==> config.mk <==
export PLATFORM = sky130hd
export DESIGN_NAME = decodificador_varredura_flat
export DESIGN_NICKNAME = d
export VERILOG_FILES = /design/src/rtl/decodificador_varredura_if.sv /design/src/rtl/decodificador_varredura.sv /design/src/flat_wrapper.sv
export SDC_FILE = /design/constraint.sdc
export NUM_CORES = 1
export LEC_CHECK = 0
export BUFFER_PORTS_ARGS = -buffer_cell sky130_fd_sc_hd__buf_2
export CORE_AREA = 2 2 83 85
export CTS_CLUSTER_SIZE = 12
export DETAILED_ROUTE_END_ITERATION = 6
export DIE_AREA = 0 0 85 87
export GPL_ROUTABILITY_DRIVEN = 0
export PLACE_DENSITY = 0.67
export SYNTH_ARGS = -nofsm -noshare
export SYNTH_HDL_FRONTEND = slang
export SYNTH_SLANG_ARGS = --single-unit
==> constraint.sdc <==
create_clock -name clk -period 2 [get_ports clk]
set_input_delay 0.3 -clock clk [delete_from_list [all_inputs] [get_ports clk]]
set_output_delay 0.3 -clock clk [all_outputs]
set_load 0.02 [all_outputs]
==> src/rtl/decodificador_varredura_if.sv <==
// Display bus between the BCD latch stage and the scanned 7-segment driver.
//
// Signals:
//   limpar    - blank the display while scanning continues.
//   carregar  - snapshot strobe. valor and seletor are captured on every rising
//               clk where carregar=1. There is no back-pressure: the strobe is
//               always accepted, and valor/seletor are ignored while it is low.
//   valor     - 4*N_DIGITOS BCD digits, nibble 0 is least significant.
//   seletor   - range code 0..7, shown in the extra slot with the decimal point.
//   segmentos - g,f,e,d,c,b,a (bit 6..0).
//   ponto     - decimal point drive.
//   anodo     - one-hot digit enable, bit N_DIGITOS is the seletor slot.
//
// Modports: master drives the inputs and reads the display drive; slave is the driver.
interface decodificador_varredura_if #(
  parameter int N_DIGITOS = 5
);
  logic                   limpar;
  logic                   carregar;
  logic [4*N_DIGITOS-1:0] valor;
  logic [2:0]             seletor;
  logic [6:0]             segmentos;
  logic                   ponto;
  logic [N_DIGITOS:0]     anodo;

  modport master (
    output limpar, carregar, valor, seletor,
    input  segmentos, ponto, anodo
  );

  modport slave (
    input  limpar, carregar, valor, seletor,
    output segmentos, ponto, anodo
  );
endinterface

==> src/rtl/decodificador_varredura.sv <==
// Time-multiplexed BCD-to-7-segment driver for the frequency meter.
// One shared segment bus is scanned across N_DIGITOS value digits plus one
// range (seletor) slot, with one-hot digit enables.
//
// Ports:
//   clk   - system clock, all state changes on the rising edge.
//   reset - synchronous, active-high; has priority over every other input.
//   bus   - decodificador_varredura_if.slave (limpar, carregar, valor, seletor
//           in; segmentos, ponto, anodo out, all registered).
//
// Parameters:
//   N_DIGITOS     - number of BCD value digits (>=1).
//   DIV_VARREDURA - clock cycles per scan slot (>=2).
//   ATIVO_BAIXO   - 1: outputs active-low, 0: active-high.
module decodificador_varredura #(
  parameter int N_DIGITOS     = 5,
  parameter int DIV_VARREDURA = 1000,
  parameter int ATIVO_BAIXO   = 1
) (
  input  logic                      clk,
  input  logic                      reset,
  decodificador_varredura_if.slave  bus
);
  localparam int IW = (N_DIGITOS >= 1) ? $clog2(N_DIGITOS + 1) : 1;
  localparam int CW = $clog2(DIV_VARREDURA);

  localparam logic [CW-1:0]      CNT_LAST  = CW'(DIV_VARREDURA - 1);
  localparam logic [IW-1:0]      IDX_LAST  = IW'(N_DIGITOS);
  localparam logic               INV       = (ATIVO_BAIXO != 0);
  localparam logic [N_DIGITOS:0] ANODO_UM  = {{N_DIGITOS{1'b0}}, 1'b1};

  // Inactive levels for the current polarity.
  localparam logic [6:0]         SEG_OFF   = {7{INV}};
  localparam logic [N_DIGITOS:0] ANODO_OFF = {(N_DIGITOS + 1){INV}};

  logic [CW-1:0]          cnt;
  logic [IW-1:0]          idx;
  logic [4*N_DIGITOS-1:0] snap_valor;
  logic [2:0]             snap_sel;

  logic [3:0]             digito;
  logic                   resto_nz;
  logic [6:0]             seg_act;
  logic                   ponto_act;
  logic [N_DIGITOS:0]     anodo_act;

  // Active-high segment pattern, bit 6..0 = g..a. 10..15 show '-'.
  function automatic logic [6:0] bcd_para_seg(input logic [3:0] d);
    logic [6:0] s;
    case (d)
      4'd0:    s = 7'b0111111;
      4'd1:    s = 7'b0000110;
      4'd2:    s = 7'b1011011;
      4'd3:    s = 7'b1001111;
      4'd4:    s = 7'b1100110;
      4'd5:    s = 7'b1101101;
      4'd6:    s = 7'b1111101;
      4'd7:    s = 7'b0000111;
      4'd8:    s = 7'b1111111;
      4'd9:    s = 7'b1101111;
      default: s = 7'b1000000;
    endcase
    return s;
  endfunction

  // Digit for the current slot, and whether this or any more significant
  // nibble is nonzero (drives leading-zero blanking).
  always_comb begin
    digito   = 4'd0;
    resto_nz = 1'b0;
    for (int i = 0; i < N_DIGITOS; i++) begin
      if (idx == IW'(i)) begin
        digito = snap_valor[4*i +: 4];
      end
      if ((IW'(i) >= idx) && (snap_valor[4*i +: 4] != 4'd0)) begin
        resto_nz = 1'b1;
      end
    end
  end

  always_comb begin
    seg_act   = bcd_para_seg(digito);
    ponto_act = 1'b0;
    if (idx == IDX_LAST) begin
      seg_act   = bcd_para_seg({1'b0, snap_sel});
      ponto_act = 1'b1;
    end else if ((idx != '0) && !resto_nz) begin
      seg_act = 7'b0000000;
    end
    // The first cycle of each slot keeps every digit off so the previous
    // digit's segments cannot ghost onto the newly enabled one.
    anodo_act = (cnt == '0) ? '0 : (ANODO_UM << idx);
  end

  always_ff @(posedge clk) begin
    if (reset) begin
      cnt           <= '0;
      idx           <= '0;
      snap_valor    <= '0;
      snap_sel      <= '0;
      bus.segmentos <= SEG_OFF;
      bus.ponto     <= INV;
      bus.anodo     <= ANODO_OFF;
    end else begin
      if (cnt == CNT_LAST) begin
        cnt <= '0;
        idx <= (idx == IDX_LAST) ? '0 : idx + 1'b1;
      end else begin
        cnt <= cnt + 1'b1;
      end

      if (bus.carregar) begin
        snap_valor <= bus.valor;
        snap_sel   <= bus.seletor;
      end

      // Outputs come from the pre-edge state, so a snapshot taken on this
      // edge first shows on the following cycle.
      if (bus.limpar) begin
        bus.segmentos <= SEG_OFF;
        bus.ponto     <= INV;
        bus.anodo     <= ANODO_OFF;
      end else begin
        bus.segmentos <= seg_act ^ SEG_OFF;
        bus.ponto     <= ponto_act ^ INV;
        bus.anodo     <= anodo_act ^ ANODO_OFF;
      end
    end
  end
endmodule

==> src/flat_wrapper.sv <==
// flat-port wrapper written by rule: the top's interface ports become plain ports
module decodificador_varredura_flat 
#(
  parameter int N_DIGITOS     = 5,
  parameter int DIV_VARREDURA = 1000,
  parameter int ATIVO_BAIXO   = 1
)
  (clk, reset, bus_limpar, bus_carregar, bus_valor, bus_seletor, bus_segmentos, bus_ponto, bus_anodo);
  decodificador_varredura_if #(.N_DIGITOS(N_DIGITOS)) bus_i ();
  input  logic clk;
  input  logic reset;
  input wire logic [$bits(bus_i.limpar)-1:0] bus_limpar;
  input wire logic [$bits(bus_i.carregar)-1:0] bus_carregar;
  input wire logic [$bits(bus_i.valor)-1:0] bus_valor;
  input wire logic [$bits(bus_i.seletor)-1:0] bus_seletor;
  output wire logic [$bits(bus_i.segmentos)-1:0] bus_segmentos;
  output wire logic [$bits(bus_i.ponto)-1:0] bus_ponto;
  output wire logic [$bits(bus_i.anodo)-1:0] bus_anodo;
  assign bus_i.limpar = bus_limpar;
  assign bus_i.carregar = bus_carregar;
  assign bus_i.valor = bus_valor;
  assign bus_i.seletor = bus_seletor;
  assign bus_segmentos = bus_i.segmentos;
  assign bus_ponto = bus_i.ponto;
  assign bus_anodo = bus_i.anodo;
  decodificador_varredura #(.N_DIGITOS(N_DIGITOS), .DIV_VARREDURA(DIV_VARREDURA), .ATIVO_BAIXO(ATIVO_BAIXO)) u_core (.clk(clk), .reset(reset), .bus(bus_i));
endmodule
After elaboration in Yosys (flattened, before gate mapping)
Memories as Yosys holds them, arrays and structs flattened. A register that Yosys moved wholly into a read port is not among the register bits. Index checks and enable logic that the tools add are counted.

Add/sub/neg operators: 2. $lt $le $gt $ge: 5. Eq/ne operators: 6. Shifts and indexed selects: 1. Multiplexer cells: 17. Bitwise logic cells: 3. Reductions and logical operators: 17.

Operators with widths (count): 2-to-1 mux 4 bit (5); nonzero test 4 bit (5); 2-to-1 mux 7 bit (2); adder 10 x 1 -> 10 bit, second input constant (1); == test 10 bit, second input constant (1); zero test 10 bit (1); 2-to-1 mux 3 bit (3); NOT 7 bit (1); == test 3 x 2 -> 1 bit, second input constant (2); == test 3 bit, second input constant (2); >= comparator 1 x 3 -> 1 bit, first input constant (2); >= comparator 2 x 3 -> 1 bit, first input constant (2); logical AND 1 bit (6); 2-to-1 mux 1 bit (6); 2-to-1 mux 6 bit (1); NOT 6 bit (1); left shift 1 x 3 -> 6 bit, first input constant (1); OR reduction 2 bit (2); adder 3 x 1 -> 3 bit, second input constant (1); == test 3 x 1 -> 1 bit, second input constant (1); >= comparator 3 bit, first input constant (1); zero test 3 bit (1); nonzero test 3 bit (1); zero test 1 bit (1); NOT 1 bit (1).

Bits in registers: 50. Memory bits (read-only): 168. Input bits: 27. Output and inout port bits: 14. Memories kept: 2.

Memory list: (name not given) (depth 16, width 7, read ports 1, clocked after memory_dff 0, wr ports 0, line decodificador_varredura.sv:50) `case (d)`; (name not given) (depth 8, width 7, read ports 1, clocked after memory_dff 1, wr ports 0, line decodificador_varredura.sv:50).

Depth between registers and ports, before layout
Word-level depth: 12. Depth in mapped cells: 9. Gate-level depth less buffers: 8.

Least setup slack after synthesis
Ideal clock, no wire load.

Path kind: flip-flop to flip-flop. From: register u_core.idx[0]. To: register u_core.bus.segmentos[3]. Arrival: 1.789 ns. Path slack: 0.078 ns. Cell stages (with the launch flop): 10. Clock period less this slack: 1.922 ns. Cells stage by stage: dfxtp_1 buf_2 buf_1 a2bb2oi_1 o21ai_0 inv_1 ha_1 mux2i_1 nor2_1 a2bb2oi_1.

Longest elaborated chain between the ends: 12. Elaborated cells between the ends (all ways): 33. Those cells by class: order compare (5); eq/ne (5); mux (12); bitwise (1); reduce/logical (9); memory (1).

Ends and longest elaborated chain: start: declaration (line decodificador_varredura.sv:37) `logic [IW-1:0] idx;`; start signal: assignment (line decodificador_varredura.sv:107) `idx <= (idx == IDX_LAST) ? '0 : idx + 1'b1;`; branches (longest 10 deep; another with memory read (16 x 7 bit)); 2-to-1 mux 7 bit * (line decodificador_varredura.sv:84) `if (idx == IDX_LAST) begin`; NOT 7 bit (no source line) *; end signal: assignment (line decodificador_varredura.sv:124) `bus.segmentos <= seg_act ^ SEG_OFF;`; end: declaration (line decodificador_varredura_if.sv:33) `output segmentos, ponto, anodo`.

Every way passes the cells marked *. A chain may end at the register's enable or synchronous reset.

Worst setup path in the final report
From: register u_core.idx[1]. To: register u_core.bus.segmentos[4].

Same word-level chain as after synthesis.

==> metrics <==
DR iter-0 viols 83; Tcrit/Tclk final 0.968; max incr delay on CP 0.41 ns; Switching Fraction 0.246; WL/cell 12.4 um; CP endpoint kind register; CP Cell Sequence mux2_4, and3_4, a311o_1, or3_1, o311ai_1, a22oi_2; Slew Viols, Final 0; GR Overflow Total 0; drc violations 0; top-area cell type share of the netlist area 0.452; chip height 87 um; drt pass-1 iters 4; Area Overhead vs Synth 23.5%; clock latency on the worst-skew pair 0.34 ns; asr flop ratio synth 0; Clock Power Share 0.419; hold slack 0.199 ns; CP startpoint kind register; die footprint 7400 um2; initial core utilization 0.384; Yosys reg bits 57; post-synthesis sequential area ratio 0.452; largest net degree at the start of global routing 32; vias in the first global route 1883; max-cap check violation count 0; RSZ-0062 raised after global routing false; Synth Flop Type dfxtp_1; Syn Inst Count 263; CTS Buffer Depth 2; Rel. slew slack 0.708; CTS tree yes; final wirelength 5.00 mm; Logic pwr share 0.100; post-synth top area cell dfxtp_1; worst-margin pin slew 0.434 ns; Mapped Area 2520 um2; fraction of final layout cells sized beyond drive strength 1 0.266; P_int 1.92 mW; Setup CP Type reg -> reg; fin crit period 1.94 ns; die width 85 um; setup violators final 0; initial antenna violation count 0; num rows 30; Sequential Power Share 0.481; Num CTS Buffers 9; Core Region 6570 um2; Setup Buffers After CTS 0; vias per inst 4.84; dpl hpwl 3.69 mm; final setup skew 0.00696 ns; Synth area leaders dfxtp_1 45%, mux2i_1 13%, nor2_1 6.5%; hold violation count in the final report 0; H-tree depth 3; CTS root buffer clkbuf_8; Peak VDD IR 0.614 mV; Critical-path top delay cell dfxtp_4; antenna viol nets, final 0; Yosys cell types 41; Max Freq 517 MHz; worst path required time 2.20 ns; net count after synthesis 303; Synth warnings 0; LEAKAGE 1.40 nW; crit path max fanout 10; IO Count 41; first-pass GRT wire length 8.23 mm; CTS clock-pin slew for the worst setup and hold paths 0.06 ns; nets@finish 358; highest-count cells in the layout ignoring fill and taps 55 x dfxtp_1, 44 x nor2_1, 40 x buf_2, 34 x mux2i_1, 17 x buf_4; total track usage 0.144; clock net sink count 57; Hold Path Class in -> reg; WP buf/inv 0; most common cell after layout, fill and taps aside dfxtp_1; Syn Area/Cell 9.60 um2; n_diodes 0; EDFF count, synth 0; Overall Power 2.54 mW; pwr/cell area 815 nW/um2; Net Sw Power 624 uW; run status finished clean; port bufs 40; detailed-route via count 1950; crit-path leading delay family compound AO/OA/AOI/OAI gates; Data arrival, critical path 2.14 ns
## per-layer routing
layer / global-route usage / vias to the layer above / wire length, um
li1: - / 1004 / -
met1: 0.155 / 899 / 2200
met2: 0.253 / 42 / 2460
met3: 0.0597 / 5 / 278
met4: 0.0519 / 0 / 61
met5: 0 / - / 0
## layout make-up
class	instances	area, um2
clock buffer	11	141
clock inverter	5	55.1
fill	600	3450
inverter	14	52.6
multi-input combinational	178	1280
sequential	57	1150
tap	80	100
timing repair buffer	58	339
## repair_timing
action / in CTS / in global routing
setup endpoints to repair: 7 / 6
pin swaps: 0 / 0
resized for setup: 3 / 6
hold buffers: 0 / 0
## final timing paths
path / start / end / slack, ns / cells past startpoint
min reg2reg: register / u_core.bus.segmentos[5]$_SDFF_PP1_ / 0.41 / 1
max: u_core.idx[1]$_SDFFE_PP0P_ / u_core.bus.segmentos[4]$_SDFF_PP1_ / 0.06 / 6
max reg2reg: u_core.idx[1]$_SDFFE_PP0P_ / u_core.bus.segmentos[4]$_SDFF_PP1_ / 0.06 / 6
min: bus_valor[3] / u_core.snap_valor[3]$_SDFFE_PP0P_ / 0.20 / 3
## per-stage QoR
step           instance area [um2]  setup TNS [ns]  cells  setup WS (ns)  utilization
2_1_floorplan                 2520               0    263         0.0785            -
3_3_place_gp                  2900          -0.110    387        -0.0354        0.441
3_5_place_dp                  2900          -0.427    387         -0.124        0.441
4_1_cts                       3100               0    403         0.0257        0.472
5_1_grt                       3120               0    403        0.00433        0.475
6_report                      3120               0    403         0.0642        0.475
## worst min-delay path: stages
cell and delay [ns]:
buf_2 0.07, mux2i_1 0.05, nor2_1 0.07
## power groups by stage
stage	logic [mW]	clock network, mW	registers (mW)
after global placement	0.248	0	1.25
after global routing	0.283	1.14	1.23
after CTS	0.256	1.09	1.22
after floorplan	0.161	0	1.25
final	0.254	1.06	1.22
after detailed placement	0.253	0	1.25
## kinds of logic after synthesis
| family | synth area share |
|---|---|
| DFF | 0.452 |
| AOI/OAI and AO/OA | 0.0847 |
| xor gates and xnor gates | 0.0312 |
| and+or+nand+nor | 0.177 |
| muxes | 0.145 |
| adders and majority gates | 0.0644 |
| buffers and inverters | 0.0456 |
## Yosys cell counts (all sizes together), types with 3 or more instances
| cell | n |
|---|---|
| and3 | 8 |
| ha | 13 |
| nand2 | 9 |
| or2 | 3 |
| nor2 | 44 |
| buf | 6 |
| xnor2 | 7 |
| mux2i | 34 |
| nand3b | 3 |
| and2 | 3 |
| nand3 | 5 |
| dfxtp | 57 |
| nor2b | 3 |
| a2bb2oi | 6 |
| a22oi | 5 |
| clkbuf | 8 |
| o21a | 3 |
| nor3 | 4 |
| inv | 14 |
| nor4 | 4 |
| o21ai | 8 |
Power figures use the tool's default switching activity.
